## config.mk

```make
export PLATFORM = sky130hd
export DESIGN_NAME = reply_seq
export DESIGN_NICKNAME = d
export VERILOG_FILES = /design/src/rtl/reply_seq_pkg.sv /design/src/rtl/reply_seq_gen.sv /design/src/rtl/reply_seq.sv
export SDC_FILE = /design/constraint.sdc
export NUM_CORES = 1
export LEC_CHECK = 0
export ABC_CLOCK_PERIOD_IN_PS = 1980
export CAP_MARGIN = 40
export CORE_ASPECT_RATIO = 0.8
export CORE_MARGIN = 2
export CORE_UTILIZATION = 45
export CTS_BUF_LIST = sky130_fd_sc_hd__clkbuf_8
export DETAILED_ROUTE_END_ITERATION = 16
export GPL_TIMING_DRIVEN = 0
export PLACE_DENSITY = 0.68
export SLEW_MARGIN = 10
export SYNTH_ARGS = -nofsm -noshare
export SYNTH_HDL_FRONTEND = slang
export SYNTH_HIERARCHICAL = 1
export SYNTH_SLANG_ARGS = --single-unit
```

## constraint.sdc

```tcl
create_clock -name clk -period 1.98 [get_ports clk]
set_input_delay 0.396 -clock clk [delete_from_list [all_inputs] [get_ports clk]]
set_output_delay 0.396 -clock clk [all_outputs]
set_load 0.005 [all_outputs]
```

## src/rtl/reply_seq_pkg.sv

```systemverilog
// Shared types and pattern-step helper for the reply_seq test-pattern responder.
package reply_seq_pkg;

  localparam int unsigned BYTE_W = 8;
  localparam logic [7:0] LFSR_POLY = 8'hB8;

  typedef enum logic [2:0] {
    ST_IDLE,
    ST_HDR,
    ST_LOAD,
    ST_TXREQ,
    ST_TXWAIT,
    ST_DONE
  } state_t;

  typedef enum logic [1:0] {
    MODE_INC   = 2'd0,
    MODE_DEC   = 2'd1,
    MODE_CONST = 2'd2,
    MODE_LFSR  = 2'd3
  } mode_t;

  // Next pattern value for a given mode; LFSR is Galois, right-shifting.
  function automatic logic [7:0] gen_next(input mode_t mode, input logic [7:0] v);
    logic [7:0] r;
    case (mode)
      MODE_INC:   r = v + 8'd1;
      MODE_DEC:   r = v - 8'd1;
      MODE_CONST: r = v;
      MODE_LFSR:  r = v[0] ? ((v >> 1) ^ LFSR_POLY) : (v >> 1);
      default:    r = v;
    endcase
    return r;
  endfunction

endpackage

```

## src/rtl/reply_seq_gen.sv

```systemverilog
// Pattern register for reply_seq: load(seed, mode) primes the value, step advances it.
module reply_seq_gen
  import reply_seq_pkg::*;
(
  input  logic        clk,
  input  logic        reset,
  input  logic        load,
  input  logic        step,
  input  logic [7:0]  seed,
  input  mode_t       mode,
  output logic [7:0]  value
);

  mode_t mode_q;

  // An all-zero LFSR would lock up, so a zero seed is replaced in that mode.
  always_ff @(posedge clk) begin
    if (reset) begin
      value  <= '0;
      mode_q <= MODE_INC;
    end else if (load) begin
      mode_q <= mode;
      value  <= (mode == MODE_LFSR && seed == 8'h00) ? 8'h01 : seed;
    end else if (step) begin
      value  <= gen_next(mode_q, value);
    end
  end

endmodule

```

## src/rtl/reply_seq.sv

```systemverilog
// UART test-pattern responder: takes a MODE/LEN/SEED header from RX, streams LEN bytes to TX.
// Optional header inter-byte timeout is enabled by defining REPLY_SEQ_TIMEOUT_EN.
module reply_seq
  import reply_seq_pkg::*;
#(
  parameter int unsigned LEN_BYTES   = 2,
  parameter int unsigned TIMEOUT_CYC = 1_000_000
) (
  input  logic        clk,
  input  logic        reset,
  input  logic        activate,
  output logic        done,
  output logic        err,
  output logic        busy,
  input  logic        rx_ready,
  input  logic [7:0]  rx_data,
  input  logic        tx_active,
  input  logic        tx_done,
  output logic [7:0]  tx_data,
  output logic        tx_start
);

  localparam int unsigned LEN_W = BYTE_W * LEN_BYTES;
  localparam int unsigned IDX_W = $clog2(LEN_BYTES + 2);

  if (LEN_BYTES < 1 || TIMEOUT_CYC < 2) begin : g_param_check
    $error("reply_seq: LEN_BYTES must be >= 1 and TIMEOUT_CYC >= 2");
  end

  state_t           state_q, state_d;
  logic             rx_ready_q;
  logic             rx_ev;
  logic [IDX_W-1:0] idx_q, idx_d;
  logic [7:0]       mode_q, mode_d;
  logic [7:0]       seed_q, seed_d;
  logic [LEN_W-1:0] len_q, len_d;
  logic [LEN_W-1:0] rem_q, rem_d;
  logic             err_d, done_d, busy_d, tx_start_d;
  logic [7:0]       tx_data_d;
  logic             gen_load, gen_step;
  logic [7:0]       gen_value;

`ifdef REPLY_SEQ_TIMEOUT_EN
  localparam int unsigned TO_W = ($clog2(TIMEOUT_CYC + 1) > 20) ? $clog2(TIMEOUT_CYC + 1) : 20;
  logic [TO_W-1:0] to_q, to_d;
`endif

  assign rx_ev = rx_ready & ~rx_ready_q;

  reply_seq_gen u_gen (
    .clk   (clk),
    .reset (reset),
    .load  (gen_load),
    .step  (gen_step),
    .seed  (seed_q),
    .mode  (mode_t'(mode_q[1:0])),
    .value (gen_value)
  );

  // State and datapath registers.
  always_ff @(posedge clk) begin
    if (reset) begin
      state_q    <= ST_IDLE;
      rx_ready_q <= 1'b0;
      idx_q      <= '0;
      mode_q     <= '0;
      seed_q     <= '0;
      len_q      <= '0;
      rem_q      <= '0;
      done       <= 1'b0;
      err        <= 1'b0;
      busy       <= 1'b0;
      tx_start   <= 1'b0;
      tx_data    <= '0;
`ifdef REPLY_SEQ_TIMEOUT_EN
      to_q       <= '0;
`endif
    end else begin
      state_q    <= state_d;
      rx_ready_q <= rx_ready;
      idx_q      <= idx_d;
      mode_q     <= mode_d;
      seed_q     <= seed_d;
      len_q      <= len_d;
      rem_q      <= rem_d;
      done       <= done_d;
      err        <= err_d;
      busy       <= busy_d;
      tx_start   <= tx_start_d;
      tx_data    <= tx_data_d;
`ifdef REPLY_SEQ_TIMEOUT_EN
      to_q       <= to_d;
`endif
    end
  end

  // Next-state and next-output logic.
  always_comb begin
    state_d    = state_q;
    idx_d      = idx_q;
    mode_d     = mode_q;
    seed_d     = seed_q;
    len_d      = len_q;
    rem_d      = rem_q;
    err_d      = err;
    tx_start_d = 1'b0;
    tx_data_d  = tx_data;
    gen_load   = 1'b0;
    gen_step   = 1'b0;
`ifdef REPLY_SEQ_TIMEOUT_EN
    to_d       = to_q;
`endif

    case (state_q)
      ST_IDLE: begin
        if (activate) begin
          state_d = ST_HDR;
          idx_d   = '0;
          len_d   = '0;
          err_d   = 1'b0;
`ifdef REPLY_SEQ_TIMEOUT_EN
          to_d    = '0;
`endif
        end
      end

      ST_HDR: begin
        if (!activate) begin
          state_d = ST_IDLE;
        end else if (rx_ev) begin
          idx_d = idx_q + 1'b1;
`ifdef REPLY_SEQ_TIMEOUT_EN
          to_d  = '0;
`endif
          if (idx_q == '0) begin
            mode_d = rx_data;
          end else if (idx_q <= IDX_W'(LEN_BYTES)) begin
            // Length arrives MSB first: shift left by a byte.
            len_d = LEN_W'({len_q, rx_data});
          end else begin
            seed_d  = rx_data;
            state_d = ST_LOAD;
          end
        end
`ifdef REPLY_SEQ_TIMEOUT_EN
        else if (to_q >= TO_W'(TIMEOUT_CYC - 1)) begin
          state_d = ST_DONE;
          err_d   = 1'b1;
        end else begin
          to_d = to_q + 1'b1;
        end
`endif
      end

      ST_LOAD: begin
        if (mode_q > 8'd3) begin
          state_d = ST_DONE;
          err_d   = 1'b1;
        end else if (len_q == '0) begin
          state_d = ST_DONE;
        end else begin
          gen_load = 1'b1;
          rem_d    = len_q;
          state_d  = ST_TXREQ;
        end
      end

      ST_TXREQ: begin
        if (!activate) begin
          state_d = ST_DONE;
        end else if (!tx_active) begin
          tx_start_d = 1'b1;
          tx_data_d  = gen_value;
          state_d    = ST_TXWAIT;
        end
      end

      ST_TXWAIT: begin
        // The in-flight byte always completes; activate is only honoured here.
        if (tx_done) begin
          gen_step = 1'b1;
          rem_d    = (rem_q != '0) ? rem_q - 1'b1 : rem_q;
          if (rem_q <= LEN_W'(1) || !activate) state_d = ST_DONE;
          else                                 state_d = ST_TXREQ;
        end
      end

      ST_DONE: begin
        if (!activate && !rx_ready && !tx_active) begin
          state_d = ST_IDLE;
          err_d   = 1'b0;
        end
      end

      default: state_d = ST_IDLE;
    endcase

    done_d = (state_d == ST_DONE);
    busy_d = (state_d != ST_IDLE);
  end

endmodule

```

==> flow_metrics.py, run 1 <==
metrics = {
    "synth": {
        "async_flop_share": 0,
        "syn_area_per_cell_um2": 8.25,
        "ys_seq_area_frac": 0.354,
        "syn-num-nets": 541,
        "synth_warnings": 6,
        "synth.distinct_cells": 75,
        "synthCells": 521,
        "synth-edff-count": 0,
        "ys_ff_latch": 76,
        "synth.cell_area_um2": 4300,
        "synthFlopType": "dfxtp_1",
    },
    "setup_path": {
        "critical_path_buf_inv_count": 1,
        "end_kind": "register",
        "start_kind": "register",
        "required_ps": 2240,
        "worstPathArrival_ps": 2330,
        "crit_fanout": 5,
        "path_cells": "nor4_4 > nand4_1 > nand2_2 > nor3_2 > buf_6 > nand2b_4 > a21o_1 > o21ai_2 > a31oi_1 > o21a_1",
        "critical_path.top_delay_family": "simple AND/OR/NAND/NOR gates",
        "cpPeakStageDelay_ps": 360,
        "crit_type": "register to register",
        "slowest_stage": "dfxtp_1",
    },
    "cts": {
        "cts.htree.levels": 3,
        "cts-hold-fix-buffers": 0,
        "cts_tree": "done",
        "clk_pin_slew_ps": 100,
        "clockRootBuffer": "clkbuf_8",
        "clock_latency_ps": 370,
        "cts_buffers": 9,
        "clock_sinks": 76,
        "cts.path.max_buffers": 2,
    },
    "pwr": {
        "power_mw": 3.13,
        "internal_power_mw": 2.34,
        "power.switching_uw": 785,
        "seqPwrFrac": 0.496,
        "p_leak_nw": 1.88,
        "comb_power_share": 0.073,
        "netSwitchingFraction": 0.251,
        "ir_drop_mv": 0.412,
        "p_per_area_nw_per_um2": 570,
        "p_clk_frac": 0.431,
    },
    "placement": {
        "dpl.cell_count": 660,
        "gp_congestion": 0.886,
        "hpwl_mm": 8.35,
        "port_buffers": 24,
    },
    "detailed_routing": {
        "wire_per_inst_um": 18.0,
        "drt_first_pass_iters": 5,
        "route.detailed.drc": 0,
        "vias": 4329,
        "vias_per_cell": 6.19,
        "antenna_left": 0,
        "drt_iter0_drc": 447,
        "wl_mm": 12.6,
    },
    "global_routing": {
        "globalRoute.totalOverflow": 0,
        "grt_pass1_wl_mm": 20.3,
        "grt_max_degree": 17,
        "antenna_found_initial": 0,
        "grt_usage": 0.245,
        "grt_pass1_vias": 3939,
    },
    "timing": {
        "setup_tns_ps": -682,
        "setup-violations-final": 14,
        "skew_ps": 17.5,
        "slew_violations": 0,
        "fin_crit_sh": 1.04,
        "tightest_slew_ps": 688,
        "grt_setup_unrepaired": "yes",
        "clock.fmax_mhz": 484,
        "period_minus_slack_ps": 2070,
        "hold_slack_ps": 457,
        "hold_viol_final": 0,
        "relSlewSlack": 0.541,
        "setup_ws_ps": -87.9,
    },
    "cells_and_area": {
        "multiInputGateArea_um2": 2780,
        "drive_gt1_frac": 0.264,
        "seqCellArea_um2": 1560,
        "final_common_cell": "dfxtp_1",
        "fin_cells": 699,
        "nets": 599,
        "synthToLayoutAreaGrowth_pct": 27.7,
        "antenna_cells": 0,
        "final_cell_mix": "dfxtp_1, nand2_1, a21oi_1",
        "final_core_util": 0.600,
        "fill_cells": 793,
    },
    "die": {
        "ioPinCount": 26,
        "die_h_um": 91.4,
        "dieArea_um2": 10400,
        "rows": 31,
        "initial_core_util": 0.470,
        "core_um2": 9150,
        "die_x_um": 113,
    },
    "flow_run": {
        "drv_cap": 0,
    },
    "run_status": {
        "violations": "setup timing",
        "status": "finished with violations",
    },
    "worst_hold_path": {
        "min_path_type": "register to register",
    },
}
## state kept, by name (all words and copies together) (netlist names)
| name | count |
|---|---|
| done | 1 |
| state_q | 3 |
| busy | 1 |
| u_gen/value | 8 |
| tx_data | 8 |
| rem_q | 16 |
| u_gen/mode_q | 2 |
| seed_q | 8 |
| mode_q | 8 |
| len_q | 16 |
| rx_ready_q | 1 |
| idx_q | 2 |
| tx_start | 1 |
| err | 1 |
## worst reg2reg max path: stages (launching register included)
cell and delay [ps]:
dfxtp_1 360, nor4_4 280, nand4_1 250, nand2_2 180, nor3_2 60, buf_6 140, nand2b_4 160, a21o_1 170
o21ai_2 90, a31oi_1 110, o21a_1 170
## metrics by stage
step                      setup WS (ps)  cell area, um2
after floorplan                    9.96            4310
after global placement             -492            4690
after detailed placement           -488            4690
after CTS                         -60.5            5270
after global routing               -150            5490
final                             -87.9            5490
## per-layer routing
layer / global-route usage / routed length [um]
met1: 0.371 / 5980
met4: 0.0467 / 183
met5: 0 / 0
met2: 0.346 / 5240
met3: 0.0654 / 1170
## layout make-up
class / instances / area share
tap: 115 / 0.0262
clock buffer: 9 / 0.0226
multi-input combinational: 391 / 0.507
sequential: 76 / 0.284
clock inverter: 7 / 0.0178
inverter: 12 / 0.00820
buffer: 39 / 0.0533
timing repair buffer: 50 / 0.0816
## synth_stat cells, types with 3 or more instances
master | count | area share
dfxtp_1 | 76 | 0.35
a21oi_1 | 55 | 0.064
nand2_1 | 55 | 0.048
nor2_1 | 48 | 0.042
nand3_1 | 37 | 0.043
buf_2 | 15 | 0.017
nor3_1 | 15 | 0.017
nor4_1 | 15 | 0.022
clkbuf_1 | 13 | 0.011
mux2i_1 | 12 | 0.028
o21ai_0 | 12 | 0.014
inv_1 | 11 | 0.0096
o311ai_0 | 11 | 0.022
o31ai_2 | 10 | 0.029
buf_6 | 7 | 0.018
nand2b_1 | 7 | 0.010
nand3b_1 | 7 | 0.012
ha_1 | 6 | 0.017
nor2b_1 | 6 | 0.0087
a22oi_1 | 5 | 0.0087
a31oi_1 | 5 | 0.0073
and3_1 | 5 | 0.0073
buf_4 | 5 | 0.0087
xnor2_1 | 5 | 0.010
nor3b_1 | 4 | 0.0070
o21a_1 | 4 | 0.0070
nand4_1 | 3 | 0.0044
o211ai_1 | 3 | 0.0052
o22ai_1 | 3 | 0.0044
o31ai_1 | 3 | 0.0052
o32ai_1 | 3 | 0.0061
## final timing paths
kind | start | to | slack, ps | depth (start not counted)
setup / recovery | len_q[14]$_SDFFE_PP0P_ | u_gen/value[5]$_SDFFE_PP0P_ | -90 | 10
hold / removal | seed_q[0]$_SDFFE_PP0P_ | seed_q[0]$_SDFFE_PP0P_ | 460 | 2
setup reg to reg | len_q[14]$_SDFFE_PP0P_ | u_gen/value[5]$_SDFFE_PP0P_ | -90 | 10
hold reg to reg | seed_q[0]$_SDFFE_PP0P_ | seed_q[0]$_SDFFE_PP0P_ | 460 | 2
## cells by family (layout without fill, tap and decap cells)
kind of cell | after synthesis | after routing | synth area share
AND/OR/NAND/NOR | 227 | 227 | 0.280
buffers and inverters | 54 | 117 | 0.0719
flip-flops | 76 | 76 | 0.354
XOR/XNOR | 6 | 6 | 0.0122
AO/OA/AOI/OAI | 140 | 140 | 0.237
adder cells (fa/ha/maj) | 6 | 6 | 0.0175
multiplexers | 12 | 12 | 0.0279
## power by group through the flow
stage | Clock, mW | Sequential (mW) | Combinational [mW]
5_1_grt | 1.43 | 1.55 | 0.244
3_5_place_dp | 0 | 1.59 | 0.177
2_1_floorplan | 0 | 1.59 | 0.104
3_3_place_gp | 0 | 1.59 | 0.176
4_1_cts | 1.36 | 1.55 | 0.190
6_report | 1.35 | 1.55 | 0.228
## timing repair
action | 4_1_cts | 5_1_grt
gates resized for setup | 62 | 45
setup endpoints to repair | 50 | 55
gates cloned | 1 | 0
pin swaps | 15 | 16
setup buffers | 15 | 10
(Power assumes the default switching activity.)
==> run 2: changes to the inputs <==
- CORE_UTILIZATION: 45 -> 30
- PLACE_DENSITY: 0.68 -> 0.5
==> run 2 against run 1 <==
The flow now finishes without violations. Total power fell by 1.4%. Clock power barely moved. Non-clock buffer count rose by 17. Die area rose by 48%. Combinational power fell by 2%.
==> flow_metrics.py, run 2 (synthesized netlist as in run 1, its figures left out) <==
metrics = {
    "timing": {
        "fin_crit_sh": 0.983,
        "relSlewSlack": 0.546,
        "setup-violations-final": 0,
        "grt_setup_unrepaired": "yes",
        "hold_viol_final": 0,
        "skew_ps": 15.0,
        "tightest_slew_ps": 682,
        "slew_violations": 0,
        "clock.fmax_mhz": 514,
        "period_minus_slack_ps": 1950,
        "setup_ws_ps": 33.2,
    },
    "setup_path": {
        "critical_path.top_delay_family": "simple AND/OR/NAND/NOR gates",
        "required_ps": 2250,
        "reg2regPathDepth": 10,
        "start_kind": "register",
        "crit_type": "register to register",
        "critical_path_buf_inv_count": 1,
        "end_kind": "register",
        "crit_fanout": 5,
        "path_cells": "nor4_4 > nand4_1 > nand2_2 > nor3_4 > buf_6 > nand2b_4 > a21o_1 > o21ai_2 > a31oi_1 > o21a_1",
        "slowest_stage": "dfxtp_4",
        "reg2reg_setup_slack_ps": 30,
        "rr_startpoint": "len_q[8]$_SDFFE_PP0P_",
        "cpPeakStageDelay_ps": 360,
        "worstPathArrival_ps": 2210,
        "r2r_end": "u_gen/value[5]$_SDFFE_PP0P_",
    },
    "placement": {
        "dpl_worst_slack_ps": -529,
        "dpl-instance-area_um2": 4780,
        "gp_congestion": 0.853,
        "hpwl_mm": 9.10,
        "port_buffers": 24,
    },
    "cells_and_area": {
        "fin_area_um2": 5770,
        "antenna_cells": 0,
        "largestRegisters": "len_q x16, rem_q x16",
        "final_core_util": 0.408,
        "synthToLayoutAreaGrowth_pct": 34.2,
        "final_common_cell": "a21oi_1",
        "nets": 616,
        "drive_gt1_frac": 0.305,
        "final_cell_mix": "a21oi_1, nand2_1, dfxtp_1",
    },
    "global_routing": {
        "top_usage_layer": "met1",
        "grt_use_met1": 0.272,
        "antenna_found_initial": 0,
        "grt_pass1_wl_mm": 21.3,
        "grt_use_met3": 0.0430,
        "grt_max_degree": 17,
        "grt_pass1_vias": 4008,
        "gr-usage-met2": 0.239,
        "grt_usage": 0.177,
        "globalRoute.totalOverflow": 0,
    },
    "cts": {
        "cts.htree.levels": 3,
        "clock_latency_ps": 380,
        "cts.path.max_buffers": 2,
        "cts_buffers": 9,
        "cts_tree": "done",
        "clk_pin_slew_ps": 80,
        "clockRootBuffer": "clkbuf_8",
        "clock_sinks": 76,
    },
    "pwr": {
        "p_per_area_nw_per_um2": 535,
        "power_mw": 3.09,
        "ir_drop_mv": 0.290,
        "p_leak_nw": 2.00,
    },
    "die": {
        "initial_core_util": 0.304,
        "dieArea_um2": 15300,
        "core_um2": 14200,
        "die_h_um": 111,
        "die_x_um": 138,
        "ioPinCount": 26,
        "rows": 39,
    },
    "detailed_routing": {
        "drt_iter0_drc": 339,
        "vias": 4278,
        "vias_per_cell": 5.46,
        "route.detailed.drc": 0,
        "wire_per_inst_um": 17.0,
        "wl_mm": 13.3,
        "antenna_left": 0,
        "drt_first_pass_iters": 6,
    },
    "flow_run": {
        "drv_cap": 0,
    },
    "worst_hold_path": {
        "min_path_type": "primary input to register",
        "holdPathEnd": "rx_ready_q$_SDFF_PP0_",
        "hold_depth": 2,
        "hold_start": "rx_ready",
    },
    "run_status": {
        "status": "complete, no violations",
    },
}
## run 2: changes by cell type in the layout (fill, tap and decap cells not counted), moves of 3 or more
| cell | previous run | this run |
|---|---|---|
| dfxtp_2 | 14 | 18 |
| o311ai_0 | 7 | 4 |
| o311ai_1 | 3 | 7 |
| dfxtp_4 | 5 | 10 |
| dfxtp_1 | 57 | 48 |
| buf_4 | 30 | 47 |
## run 2: worst max-delay path by stage
| stage | end | slack, ps | startpoint | depth (start not counted) |
|---|---|---|---|---|
| 6_report | u_gen/value[5]$_SDFFE_PP0P_ | 30 | len_q[8]$_SDFFE_PP0P_ | 10 |
| 3_3_place_gp | mode_q[1]$_SDFFE_PP0P_ | -560 | activate | 7 |
| 4_1_cts | rem_q[12]$_SDFFE_PP0P_ | 0.8 | rem_q[1]$_SDFFE_PP0P_ | 7 |
| 3_5_place_dp | len_q[8]$_SDFFE_PP0P_ | -530 | activate | 8 |
| 2_1_floorplan | u_gen/value[7]$_SDFFE_PP0P_ | 10 | state_q[1]$_SDFF_PP0_ | 9 |
| 5_1_grt | u_gen/value[5]$_SDFFE_PP0P_ | -40 | len_q[8]$_SDFFE_PP0P_ | 10 |
## run 2: worst register-to-register path: cells and delay by family, from the launching register on
kind                   cells  cell delay, ps
buffers and inverters      1             140
AOI/OAI and AO/OA          4             510
DFF                        1             360
and+or+nand+nor            5             850
## run 2: per-stage QoR
step                hold slack [ps]  setup TNS, ps  cells
finish                          366              0    784
global route                    366           -110    784
CTS                             429              0    758
detailed placement              451         -22120    729
global placement                443         -23010    729
floorplan                       433              0    521
## run 2: repair_timing
| action | CTS | global route |
|---|---|---|
| gates cloned | 1 | 1 |
| gates resized for setup | 74 | 65 |
| hold endpoints to repair | 0 | 0 |
| endpoints found under the setup margin | 50 | 54 |
| hold buffers | 0 | 0 |
| setup buffers | 14 | 28 |
| pin swaps | 19 | 37 |
## run 2: layout make-up
type / count / area, um2
Sequential cell: 76 / 1580
Clock buffer: 9 / 124
Inverter: 12 / 45.0
Fill cell: 1430 / 8380
Clock inverter: 6 / 90.1
Timing Repair Buffer: 68 / 613
Multi-Input combinational cell: 391 / 2800
Buffer: 38 / 285
Tap cell: 184 / 230
## run 2: power by group
part           total [mW]  leakage (nW)  switching (mW)  internal (mW)
sequential           1.54         0.630          0.0166           1.53
combinational       0.223          1.27           0.134         0.0888
clock                1.32         0.105           0.613          0.704
total                3.09          2.00           0.764           2.32
## run 2: routing by layer
layer,part of all wire,vias up
met5,0,-
met4,0.010,0
met3,0.076,12
met2,0.42,168
met1,0.49,2019
li1,-,2079
==> run 3: changes to the inputs <==
- GPL_TIMING_DRIVEN: 0 -> not set
==> run 3 against run 2 <==
Total power down 2.7%. Core utilization down 0.36 points. Non-clock buffer count up 12. Register-to-register slack about the same. Combinational power up 9.0%. Routed wire length down 4.6%. Clock power down 8%. Critical path type unchanged. Sequential cell count unchanged. Sequential share of layout area down 0.61 points. Hold slack better by 96 ps. Via count up 0.61%. Largest power group unchanged. Highest routed layer unchanged.
==> flow_metrics.py, run 3 (synthesized netlist as in run 1, its figures left out) <==
metrics = {
    "global_routing": {
        "grt_pass1_wl_mm": 20.5,
        "grt_pass1_vias": 3870,
        "globalRoute.totalOverflow": 0,
        "grt_usage": 0.170,
        "antenna_found_initial": 0,
        "grt_max_degree": 70,
    },
    "die": {
        "die_x_um": 138,
        "rows": 39,
        "die_h_um": 111,
        "ioPinCount": 26,
        "initial_core_util": 0.304,
        "dieArea_um2": 15300,
        "core_um2": 14200,
    },
    "detailed_routing": {
        "wl_met2_mm": 5.23,
        "route.detailed.drc": 0,
        "drt_iter0_drc": 324,
        "vias": 4304,
        "wire_per_inst_um": 16.0,
        "drt_first_pass_iters": 5,
        "antenna_left": 0,
        "wl_mm": 12.7,
        "wl_met3_um": 673,
        "vias_per_cell": 5.41,
        "routed.top_layer": "met4",
        "wl_met1_mm": 6.60,
    },
    "cells_and_area": {
        "final_core_util": 0.404,
        "largestRegisters": "len_q x16, rem_q x16",
        "final_cell_mix": "buf_4, dfxtp_1, nand2_1",
        "nets": 628,
        "antenna_cells": 0,
        "final_common_cell": "buf_4",
        "fin_area_um2": 5720,
        "drive_gt1_frac": 0.288,
        "seqCellArea_um2": 1530,
        "multiInputGateArea_um2": 2670,
        "fill_cells": 1416,
        "synthToLayoutAreaGrowth_pct": 33.0,
    },
    "timing": {
        "relSlewSlack": 0.549,
        "tightest_slew_ps": 676,
        "hold_viol_final": 0,
        "setup_tns_ps": 0,
        "fin_crit_sh": 0.980,
        "setup-violations-final": 0,
        "slew_violations": 0,
        "skew_ps": 11.2,
        "period_minus_slack_ps": 1940,
        "grt_setup_unrepaired": "yes",
        "clock.fmax_mhz": 515,
    },
    "pwr": {
        "seqPwrFrac": 0.518,
        "internal_power_mw": 2.25,
        "power.switching_uw": 752,
        "netSwitchingFraction": 0.250,
        "p_clk_frac": 0.402,
        "p_leak_nw": 2.05,
        "ir_drop_mv": 0.280,
        "comb_power_share": 0.081,
        "p_per_area_nw_per_um2": 525,
    },
    "run_status": {
        "status": "complete, no violations",
    },
    "placement": {
        "gp_congestion": 0.869,
        "hpwl_mm": 8.89,
        "port_buffers": 25,
        "dpl-instance-area_um2": 5280,
    },
    "cts": {
        "clockRootBuffer": "clkbuf_8",
        "clock_latency_ps": 370,
        "clock_sinks": 76,
        "cts_buffers": 9,
        "clk_pin_slew_ps": 80,
        "cts_tree": "done",
        "cts.path.max_buffers": 2,
        "cts-hold-fix-buffers": 0,
        "cts.htree.levels": 3,
    },
    "flow_run": {
        "drv_cap": 0,
    },
    "setup_path": {
        "end_kind": "register",
        "crit_fanout": 4,
        "start_kind": "register",
        "worstPathArrival_ps": 2210,
        "crit_type": "register to register",
        "required_ps": 2250,
    },
    "worst_hold_path": {
        "min_path_type": "register to register",
    },
}
## run 3: stage by stage
step	total power, mW	std cells	setup WS, ps	hold WS, ps
floorplan	1.69	521	9.96	433
global placement	1.81	777	-164	442
detailed placement	1.81	777	-215	449
CTS	3.04	794	-13.2	460
global route	3.14	795	-58.4	496
finish	3.00	795	38.8	462
## run 3: final cells by class
cell class	instances	share of cell area
Timing Repair Buffer	118	0.184
Sequential cell	76	0.268
Inverter	12	0.00788
Clock buffer	10	0.0241
Multi-Input combinational cell	391	0.467
Clock inverter	4	0.00897
Tap cell	184	0.0403
## run 3: repair_timing
action,CTS,global route
pin swaps,11,18
setup endpoints to repair,9,22
gates resized for setup,24,33
cloned,1,0
setup buffers,3,1
## run 3: path summary, 6_finish.rpt
| path | cells past startpoint | start | slack, ps | to |
|---|---|---|---|---|
| setup / recovery | 9 | len_q[11]$_SDFFE_PP0P_ | 40 | u_gen/value[5]$_SDFFE_PP0P_ |
| hold / removal | 2 | seed_q[0]$_SDFFE_PP0P_ | 460 | seed_q[0]$_SDFFE_PP0P_ |
| hold reg to reg | 2 | seed_q[0]$_SDFFE_PP0P_ | 460 | seed_q[0]$_SDFFE_PP0P_ |
| setup reg to reg | 9 | len_q[11]$_SDFFE_PP0P_ | 40 | u_gen/value[5]$_SDFFE_PP0P_ |
## run 3: worst max-delay path, cell delays in order (launching register included)
cell and delay, ps:
dfxtp_2 340, nor4_4 270, nand4_1 190, nand2_2 150
nor3_4 70, buf_6 150, or3_4 330, a21oi_2 150
a311oi_2 50, o21a_1 130
## run 3: power groups by stage
stage                     combinational [mW]  sequential, mW  clock [mW]
after floorplan                        0.104            1.59           0
after CTS                              0.238            1.55        1.25
after global routing                   0.263            1.56        1.32
final                                  0.243            1.55        1.21
after global placement                 0.225            1.59           0
after detailed placement               0.225            1.59           0
## run 3: routing by layer
layer	global-route usage	up-vias
met5	0	-
met4	0.0408	0
met3	0.0434	14
met2	0.228	124
met1	0.265	2071
li1	-	2095
